==> config.mk <==
export PLATFORM = sky130hd
export DESIGN_NAME = cpu_control
export DESIGN_NICKNAME = d
export VERILOG_FILES = /design/src/rtl/cpu_control.sv
export SDC_FILE = /design/constraint.sdc
export NUM_CORES = 1
export LEC_CHECK = 0
export ABC_CLOCK_PERIOD_IN_PS = 2100
export BUFFER_PORTS_ARGS = -buffer_cell sky130_fd_sc_hd__buf_2
export CORE_MARGIN = 1
export CORE_UTILIZATION = 45
export DETAILED_ROUTE_END_ITERATION = 8
export GPL_TIMING_DRIVEN = 0
export PLACE_DENSITY_LB_ADDON = 0.15
export SKIP_LAST_GASP = 1
export SYNTH_ARGS = -nofsm -noshare
export SYNTH_HDL_FRONTEND = slang
export SYNTH_SLANG_ARGS = --single-unit
==> constraint.sdc <==
create_clock -name clk -period 2.1 [get_ports clk]
set_input_delay 0.42 -clock clk [delete_from_list [all_inputs] [get_ports clk]]
set_output_delay 0.42 -clock clk [all_outputs]
set_load 0.03 [all_outputs]
==> src/rtl/cpu_control.sv <==
// Multi-cycle sequencer for the orgasmall core: walks each instruction through
// FETCH/DECODE/EXEC/MEM, owns the PC and C/Z/N flags, and halts on a bad opcode.
`ifndef ADDR_SIZE
`define ADDR_SIZE 8
`endif
`ifndef OPCODE_BITS
`define OPCODE_BITS 5
`endif

package cpu_control_pkg;
    localparam int OP_ADD   = 0;
    localparam int OP_ADC   = 1;
    localparam int OP_SUB   = 2;
    localparam int OP_AND   = 3;
    localparam int OP_OR    = 4;
    localparam int OP_XOR   = 5;
    localparam int OP_INC   = 6;
    localparam int OP_DEC   = 7;
    localparam int OP_SHR   = 8;
    localparam int OP_SHL   = 9;
    localparam int OP_CMP   = 10;
    localparam int OP_MOV   = 11;
    localparam int OP_SET   = 12;
    localparam int OP_STR   = 13;
    localparam int OP_RSTR  = 14;
    localparam int OP_LOAD  = 15;
    localparam int OP_RLOAD = 16;
    localparam int OP_JMP   = 17;
    localparam int OP_JC    = 18;
    localparam int OP_JZ    = 19;
    localparam int OP_JN    = 20;

    localparam logic [1:0] REG_SRC_ALU = 2'd0;
    localparam logic [1:0] REG_SRC_IMM = 2'd1;
    localparam logic [1:0] REG_SRC_MEM = 2'd2;
endpackage

module cpu_control
    import cpu_control_pkg::*;
#(
    parameter int ADDR_SIZE   = `ADDR_SIZE,
    parameter int OPCODE_BITS = `OPCODE_BITS
) (
    input  logic                   clk,
    input  logic                   rst,
    input  logic                   run,
    input  logic [OPCODE_BITS-1:0] opcode,
    input  logic [ADDR_SIZE-1:0]   imm_addr,
    input  logic                   alu_c,
    input  logic                   alu_z,
    input  logic                   alu_n,
    output logic [ADDR_SIZE-1:0]   pc,
    output logic                   ir_load,
    output logic                   reg_we,
    output logic [1:0]             reg_src,
    output logic                   dmem_we,
    output logic                   dmem_addr_sel,
    output logic                   flag_c,
    output logic                   flag_z,
    output logic                   flag_n,
    output logic                   halted
);

    typedef enum logic [2:0] {
        S_FETCH,
        S_DECODE,
        S_EXEC,
        S_MEM,
        S_HALT
    } state_e;

    state_e               state_q, state_d;
    logic [ADDR_SIZE-1:0] pc_q, pc_d, pc_inc;
    logic                 flag_c_q, flag_c_d;
    logic                 flag_z_q, flag_z_d;
    logic                 flag_n_q, flag_n_d;
    logic [31:0]          op_v;
    logic                 op_valid;
    logic                 load_flags;

    assign op_v     = 32'(opcode);
    assign op_valid = (op_v <= OP_JN);
    assign pc_inc   = pc_q + ADDR_SIZE'(1);

    // NOTE: every signal driven here gets a default first, so no path can infer a latch.
    always_comb begin
        state_d       = state_q;
        pc_d          = pc_q;
        load_flags    = 1'b0;
        ir_load       = 1'b0;
        reg_we        = 1'b0;
        reg_src       = REG_SRC_ALU;
        dmem_we       = 1'b0;
        dmem_addr_sel = 1'b0;

        unique case (state_q)
            S_FETCH: begin
                if (run) begin
                    // Gated by reset so the IR never loads while the core is held in reset.
                    ir_load = rst;
                    state_d = S_DECODE;
                end
            end
            S_DECODE: state_d = op_valid ? S_EXEC : S_HALT;
            S_EXEC: begin
                state_d = S_FETCH;
                pc_d    = pc_inc;
                case (op_v)
                    OP_ADD, OP_ADC, OP_SUB, OP_AND, OP_OR,
                    OP_XOR, OP_INC, OP_DEC, OP_SHR, OP_SHL: begin
                        reg_we     = 1'b1;
                        load_flags = 1'b1;
                    end
                    OP_CMP:  load_flags = 1'b1;
                    OP_MOV:  reg_we = 1'b1;
                    OP_SET: begin
                        reg_we  = 1'b1;
                        reg_src = REG_SRC_IMM;
                    end
                    OP_STR:  dmem_we = 1'b1;
                    OP_RSTR: begin
                        dmem_we       = 1'b1;
                        dmem_addr_sel = 1'b1;
                    end
                    // Loads advance the PC only when they leave MEM.
                    OP_LOAD: begin
                        state_d = S_MEM;
                        pc_d    = pc_q;
                    end
                    OP_RLOAD: begin
                        dmem_addr_sel = 1'b1;
                        state_d       = S_MEM;
                        pc_d          = pc_q;
                    end
                    OP_JMP:  pc_d = imm_addr;
                    OP_JC:   if (flag_c_q) pc_d = imm_addr;
                    OP_JZ:   if (flag_z_q) pc_d = imm_addr;
                    OP_JN:   if (flag_n_q) pc_d = imm_addr;
                    default: ;
                endcase
            end
            S_MEM: begin
                reg_we        = 1'b1;
                reg_src       = REG_SRC_MEM;
                dmem_addr_sel = (op_v == OP_RLOAD);
                pc_d          = pc_inc;
                state_d       = S_FETCH;
            end
            S_HALT: ;
            default: state_d = S_FETCH;
        endcase

        flag_c_d = load_flags ? alu_c : flag_c_q;
        flag_z_d = load_flags ? alu_z : flag_z_q;
        flag_n_d = load_flags ? alu_n : flag_n_q;
    end

    // NOTE: sequential state uses non-blocking assignments only.
    always_ff @(posedge clk or negedge rst) begin
        if (!rst) begin
            state_q  <= S_FETCH;
            pc_q     <= '0;
            flag_c_q <= 1'b0;
            flag_z_q <= 1'b0;
            flag_n_q <= 1'b0;
        end else begin
            state_q  <= state_d;
            pc_q     <= pc_d;
            flag_c_q <= flag_c_d;
            flag_z_q <= flag_z_d;
            flag_n_q <= flag_n_d;
        end
    end

    assign pc     = pc_q;
    assign flag_c = flag_c_q;
    assign flag_z = flag_z_q;
    assign flag_n = flag_n_q;
    assign halted = (state_q == S_HALT);

endmodule
==> results_dict.tcl, run 1 <==
set metrics [dict create \
    cts_num_sinks 14 \
    fmax_mhz 510 \
    vdd_ir_drop_max_mv 0.814 \
    drc 0 \
    drtIter0Drc 33 \
    synth_cell_types 40 \
    dp_hpwl_microns 1730 \
    place_ws_ns 0.0933 \
    vias 1014 \
    first_global_vias 940 \
    mostFrequentLayoutCell "buf_2" \
    syn_to_final_growth_pct 25.9 \
    status "finished, final reports clean" \
    power.internal_mw 0.806 \
    arrival_ns 1.54 \
    setup-tns-final_ns 0 \
    grt_usage_pct 21.3 \
    clock_path_buffers 2 \
    antenna_left 0 \
    met1_length_microns 1050 \
    synthXorXnorAreaFrac_pct 0.868 \
    clockPowerShare_pct 13.5 \
    syn_inst 114 \
    syn_area_per_cell_sq_um 8.85 \
    skew_ns 0.0136 \
    period_needed_ns 1.96 \
    drive_gt1_share_pct 37.9 \
    gr-total-overflow 0 \
    leakagePower_nw 0.600 \
    critical-path-top-delay-family "simple AND/OR/NAND/NOR gates" \
    start_util_pct 49.4 \
    combPwrFrac_pct 52.1 \
    dr_wl_met3_microns 105 \
    max_stage_delay_ns 0.39 \
    portBuffers 36 \
    diodes 0 \
    ys.flop_type "dfrtp_1" \
    clk_pin_slew_ns 0.11 \
    path_cells "nand2b_2 > nor3_2 > nand3_1 > nor3_1 > buf_4" \
    critPathMaxFanout 7 \
    swShare_pct 48.0 \
    synth_compound_area_share_pct 21.3 \
    place.gp.congestion 0.794 \
    synth_adder_area_share_pct 1.24 \
    hold_violations 0 \
    cts-root-buf "clkbuf_4" \
    maxSlewViolCount 0 \
    cp_num_buf_inv 1 \
    tightestPinTransition_ns 0.567 \
    switching_power_mw 0.744 \
    worstHoldPathType "in2async" \
    dr.pass1.iters 4 \
    wl_microns 2330 \
    wl_per_cell_microns 13.0 \
    routed_via_density 5.63 \
    most-common-layout-cells "35 x buf_2, 13 x dfrtp_1, 10 x nor2_1" \
    cp_slowest_cell "dfrtp_1" \
    ys_ff_latch 14 \
    async_flop_share_pct 100 \
    synthTopCellsByArea "dfrtp_1 35%, mux2_2 5.6%, mux2i_1 4.0%" \
    yosys_warnings 0 \
    row_count 16 \
    die_w_microns 49.3 \
    finalNetCount 174 \
    htreeDepth 1 \
    finalWorstSetupSlack_ns 0.140 \
    rsz0062_at_grt "no" \
    post-place-cells 177 \
    highest-signal-layer "met4" \
    path_class "reg2out" \
    core_area_sq_um 2040 \
    worstSkewPairLatency_ns 0.30 \
    powerDensity_nw_per_um2 1220 \
    die-height_microns 49.3 \
    yosysSeqAreaShare_pct 34.7 \
    layout.cells.non_filler 180 \
    grt_first_pass_wirelength_microns 3960 \
    fin_util_pct 62.2 \
    ios 37 \
    endpoint_kind "primary output" \
    synth_top_area_share_pct 34.7 \
    yosys.area.top_type "dfrtp_1" \
    wl_met2_microns 1120 \
    max-cap-violations 0 \
    synth-edff-count 0 \
    critical_path_required_ns 1.68 \
    syn-num-nets 134 \
    synth_mux_area_share_pct 9.55 \
    cp-start-kind "flip-flop" \
    die_area_sq_um 2430 \
    grt_max_degree 16 \
    synth_simple_gate_area_share_pct 25.6 \
    period_share_pct 93.3 \
    seq_power_share_pct 34.4 \
    numCtsBuffers 3 \
    tritoncts "yes" \
    synth_top_family_by_area "simple AND/OR/NAND/NOR gates" \
    max_slew_margin_pct 62.0 \
    antenna_found_initial 0 \
    synthesis.area_sq_um 1010 \
    setup_viol 0 \
]
stage by stage:
step	cell area (sq um)	hold WS [ns]	total power, mW
4_1_cts	1270	0.0224	1.56
3_3_place_gp	1220	0.340	1.31
5_1_grt	1270	0.0280	1.67
2_1_floorplan	1010	0.124	1.10
3_5_place_dp	1220	0.343	1.34
6_report	1270	0.00253	1.55
power by group through the flow:
stage	registers, mW	clock network [mW]	logic [mW]
after global placement	0.515	0	0.796
after CTS	0.511	0.209	0.841
after global routing	0.559	0.228	0.882
final	0.533	0.209	0.807
after detailed placement	0.523	0	0.813
after floorplan	0.700	0	0.402
path summary, 6_finish.rpt:
check,startpoint,end,slack (ns),depth (start not counted)
max reg2reg,state_q[0]$_DFFE_PN0P_,pc[5]$_DFFE_PN0P_,0.24,6
min,rst,pc[6]$_DFFE_PN0P_,0.003,1
min reg2reg,flag_z$_DFFE_PN0P_,flag_z$_DFFE_PN0P_,0.53,1
min in group clk,alu_z,flag_z$_DFFE_PN0P_,0.36,2
max,state_q[2]$_DFFE_PN0P_,reg_src[0],0.14,5
max in group asynchronous,rst,state_q[1]$_DFFE_PN0P_,1.84,1
per-layer routing:
metal  GRT usage, %  vias to the layer above
li1               -                      493
met1           27.1                      481
met2           34.0                       31
met3           5.61                        9
met4           8.33                        0
met5              0                        -
state kept, by name, indices dropped and copies added (netlist names):
register  cells
flag_n        1
state_q       3
flag_c        1
pc            8
flag_z        1
cells in the mapped netlist, types with 3 or more instances:
master,count
nor2_1,10
mux2i_1,4
clkbuf_1,3
dfrtp_1,14
o21ai_0,8
a22oi_1,3
a21oi_1,7
a2bb2oi_1,3
nand2_1,7
inv_1,7
nor3_1,7
mux2_2,5
layout make-up:
cell class                 instances  area (sq um)
fill                             204           772
clock buffer                       4          36.3
inverter                           7          26.3
buffer                             4          33.8
multi-input combinational         87           598
tap                               27          33.8
sequential                        14           352
timing repair buffer              37           190
cells by family after synthesis:
kind of cell | Yosys count
xor+xnor | 1
simple gates | 46
buf+inv | 13
fa+ha+maj | 1
mux | 9
flops | 14
compound gates | 30
worst register-to-register path, delay by kind of cell (launching register included):
kind / cells / cell delay, ns
simple gates: 2 / 0.59
flops: 1 / 0.51
compound gates: 3 / 0.42
buf+inv: 1 / 0.23
what timing repair did:
| item | 4_1_cts | 5_1_grt |
|---|---|---|
| hold buffers | 0 | 0 |
| setup buffers | 1 | 0 |
| setup endpoints to repair | 2 | 2 |
| resized for setup | 2 | 2 |
Power figures use the tool's default switching activity.
==> run 2: changes to the inputs <==
--- a/config.mk
+++ b/config.mk
@@ -5,10 +5,10 @@
 export SDC_FILE = /design/constraint.sdc
 export NUM_CORES = 1
 export LEC_CHECK = 0
-export ABC_CLOCK_PERIOD_IN_PS = 2100
+export ABC_CLOCK_PERIOD_IN_PS = 1600
 export BUFFER_PORTS_ARGS = -buffer_cell sky130_fd_sc_hd__buf_2
 export CORE_MARGIN = 1
-export CORE_UTILIZATION = 45
+export CORE_UTILIZATION = 44
 export DETAILED_ROUTE_END_ITERATION = 8
 export GPL_TIMING_DRIVEN = 0
 export PLACE_DENSITY_LB_ADDON = 0.15
==> constraint.sdc (replaced) <==
create_clock -name clk -period 1.6 [get_ports clk]
set_input_delay 0.32 -clock clk [delete_from_list [all_inputs] [get_ports clk]]
set_output_delay 0.32 -clock clk [all_outputs]
set_load 0.03 [all_outputs]
==> results_dict.tcl, run 2 (synthesized netlist as in run 1, its figures left out) <==
set metrics [dict create \
    drive_gt1_share_pct 55.8 \
    r2r_slack_ns -0.10 \
    drtIter0Drc 12 \
    endpoint_kind "primary output" \
    most-common-layout-cells "29 x buf_2, 13 x buf_4, 10 x buf_6" \
    vdd_ir_drop_max_mv 1.08 \
    period_needed_ns 1.74 \
    die_area_sq_um 2490 \
    die_w_microns 49.9 \
    gr-total-overflow 0 \
    worstHoldPathType "in2reg" \
    antenna_left 0 \
    maxSlewViolCount 0 \
    rsz0062_at_grt "yes" \
    skew_ns 0.0118 \
    vias 1094 \
    violations "negative setup slack" \
    period_share_pct 109 \
    cts-root-buf "clkbuf_4" \
    wl_microns 2850 \
    place_ws_ns -0.298 \
    antenna_found_initial 0 \
    powerDensity_nw_per_um2 1520 \
    fillers 151 \
    wl_per_cell_microns 14.8 \
    grt_max_degree 15 \
    reg2reg_from "state_q[0]$_DFFE_PN0P_" \
    finalWorstSetupSlack_ns -0.144 \
    critical_path_required_ns 1.28 \
    diodes 0 \
    grt_first_pass_wirelength_microns 4250 \
    dr.pass1.iters 4 \
    syn_to_final_growth_pct 53.0 \
    row_count 16 \
    mostFrequentLayoutCell "buf_2" \
    start_util_pct 48.9 \
    cts_num_sinks 14 \
    routed_via_density 5.70 \
    tritoncts "yes" \
    tightestPinTransition_ns 0.674 \
    die-height_microns 49.9 \
    worstHoldStart "alu_n" \
    hold_path_end "flag_n$_DFFE_PN0P_" \
    cp-start-kind "flip-flop" \
    clk_pin_slew_ns 0.10 \
    timing.rr.end "pc[6]$_DFFE_PN0P_" \
    regArea_sq_um 357 \
    arrival_ns 1.42 \
    first_global_vias 988 \
    grt_usage_pct 22.1 \
    portBuffers 36 \
    critPathMaxFanout 5 \
    drc 0 \
    setup-tns-final_ns -0.889 \
    ios 37 \
    multiInputGateArea_sq_um 732 \
    setup_viol 12 \
    worstSkewPairLatency_ns 0.28 \
    reg2regPathDepth 8 \
    max_slew_margin_pct 54.9 \
    dp_hpwl_microns 1770 \
    path_class "reg2out" \
    htreeDepth 1 \
    hold_violations 0 \
    leakagePower_nw 0.676 \
    hold_depth 2 \
    place.gp.congestion 0.798 \
    clock_path_buffers 2 \
    numCtsBuffers 3 \
    status "finished, violations left" \
    fmax_mhz 573 \
    core_area_sq_um 2060 \
    largest_register_ffs 8 \
    critical_path.startpoint "state_q[0]$_DFFE_PN0P_" \
    max-cap-violations 0 \
    finalNetCount 186 \
]
==> run 2: through the flow <==
step           cells  utilization [%]  hold slack [ns]  power [mW]  instance area (sq um)
4_1_cts          186             68.6            0.261        2.16                   1420
5_1_grt          192             74.8            0.269        2.50                   1540
3_3_place_gp     177             61.1            0.242        1.75                   1260
2_1_floorplan    114                -           0.0244        1.47                   1050
6_report         192             74.8            0.272        2.35                   1540
3_5_place_dp     177             61.1            0.252        1.78                   1260
==> run 2: what timing repair did <==
item / in CTS / in global routing
endpoints found under the setup margin: 18 / 15
pin swaps: 11 / 12
hold buffers: 1 / 0
gates cloned: 0 / 0
setup buffers: 6 / 6
resized for setup: 25 / 21
endpoints found under the hold margin: 14 / 0
==> run 2: how the worst max path moves through the flow <==
stage | to | slack [ns] | depth (start not counted)
2_1_floorplan | reg_src[0] | -0.13 | 5
3_3_place_gp | pc[2]$_DFFE_PN0P_ | -0.30 | 8
3_5_place_dp | pc[2]$_DFFE_PN0P_ | -0.30 | 8
4_1_cts | reg_src[0] | -0.17 | 5
5_1_grt | reg_src[0] | -0.24 | 5
6_report | reg_src[0] | -0.14 | 5
==> run 2: layer usage <==
layer	routed length (microns)	global-route usage, %
met1	1230	28.0
met2	1470	38.5
met3	154	3.70
met4	0	5.71
met5	0	0
==> run 2: final cells by class <==
cell class / instances / share of cell area, %
Sequential cell: 14 / 23.1
Inverter: 7 / 1.87
Timing Repair Buffer: 49 / 20.8
Buffer: 4 / 2.92
Clock buffer: 4 / 1.70
Tap cell: 27 / 2.19
Multi-Input combinational cell: 87 / 47.4
==> run 2: power breakdown <==
| group | internal [mW] | switching [mW] |
|---|---|---|
| Combinational | 0.612 | 0.845 |
| Sequential | 0.526 | 0.145 |
| Clock | 0.0966 | 0.124 |
| Total | 1.24 | 1.11 |
==> run 2: critical path, cell delays in order, from the launching register on <==
cell and delay [ns]:
dfrtp_1 0.40, buf_6 0.14, nor3_4 0.20, nand3_2 0.11
nor3_2 0.11, buf_4 0.18
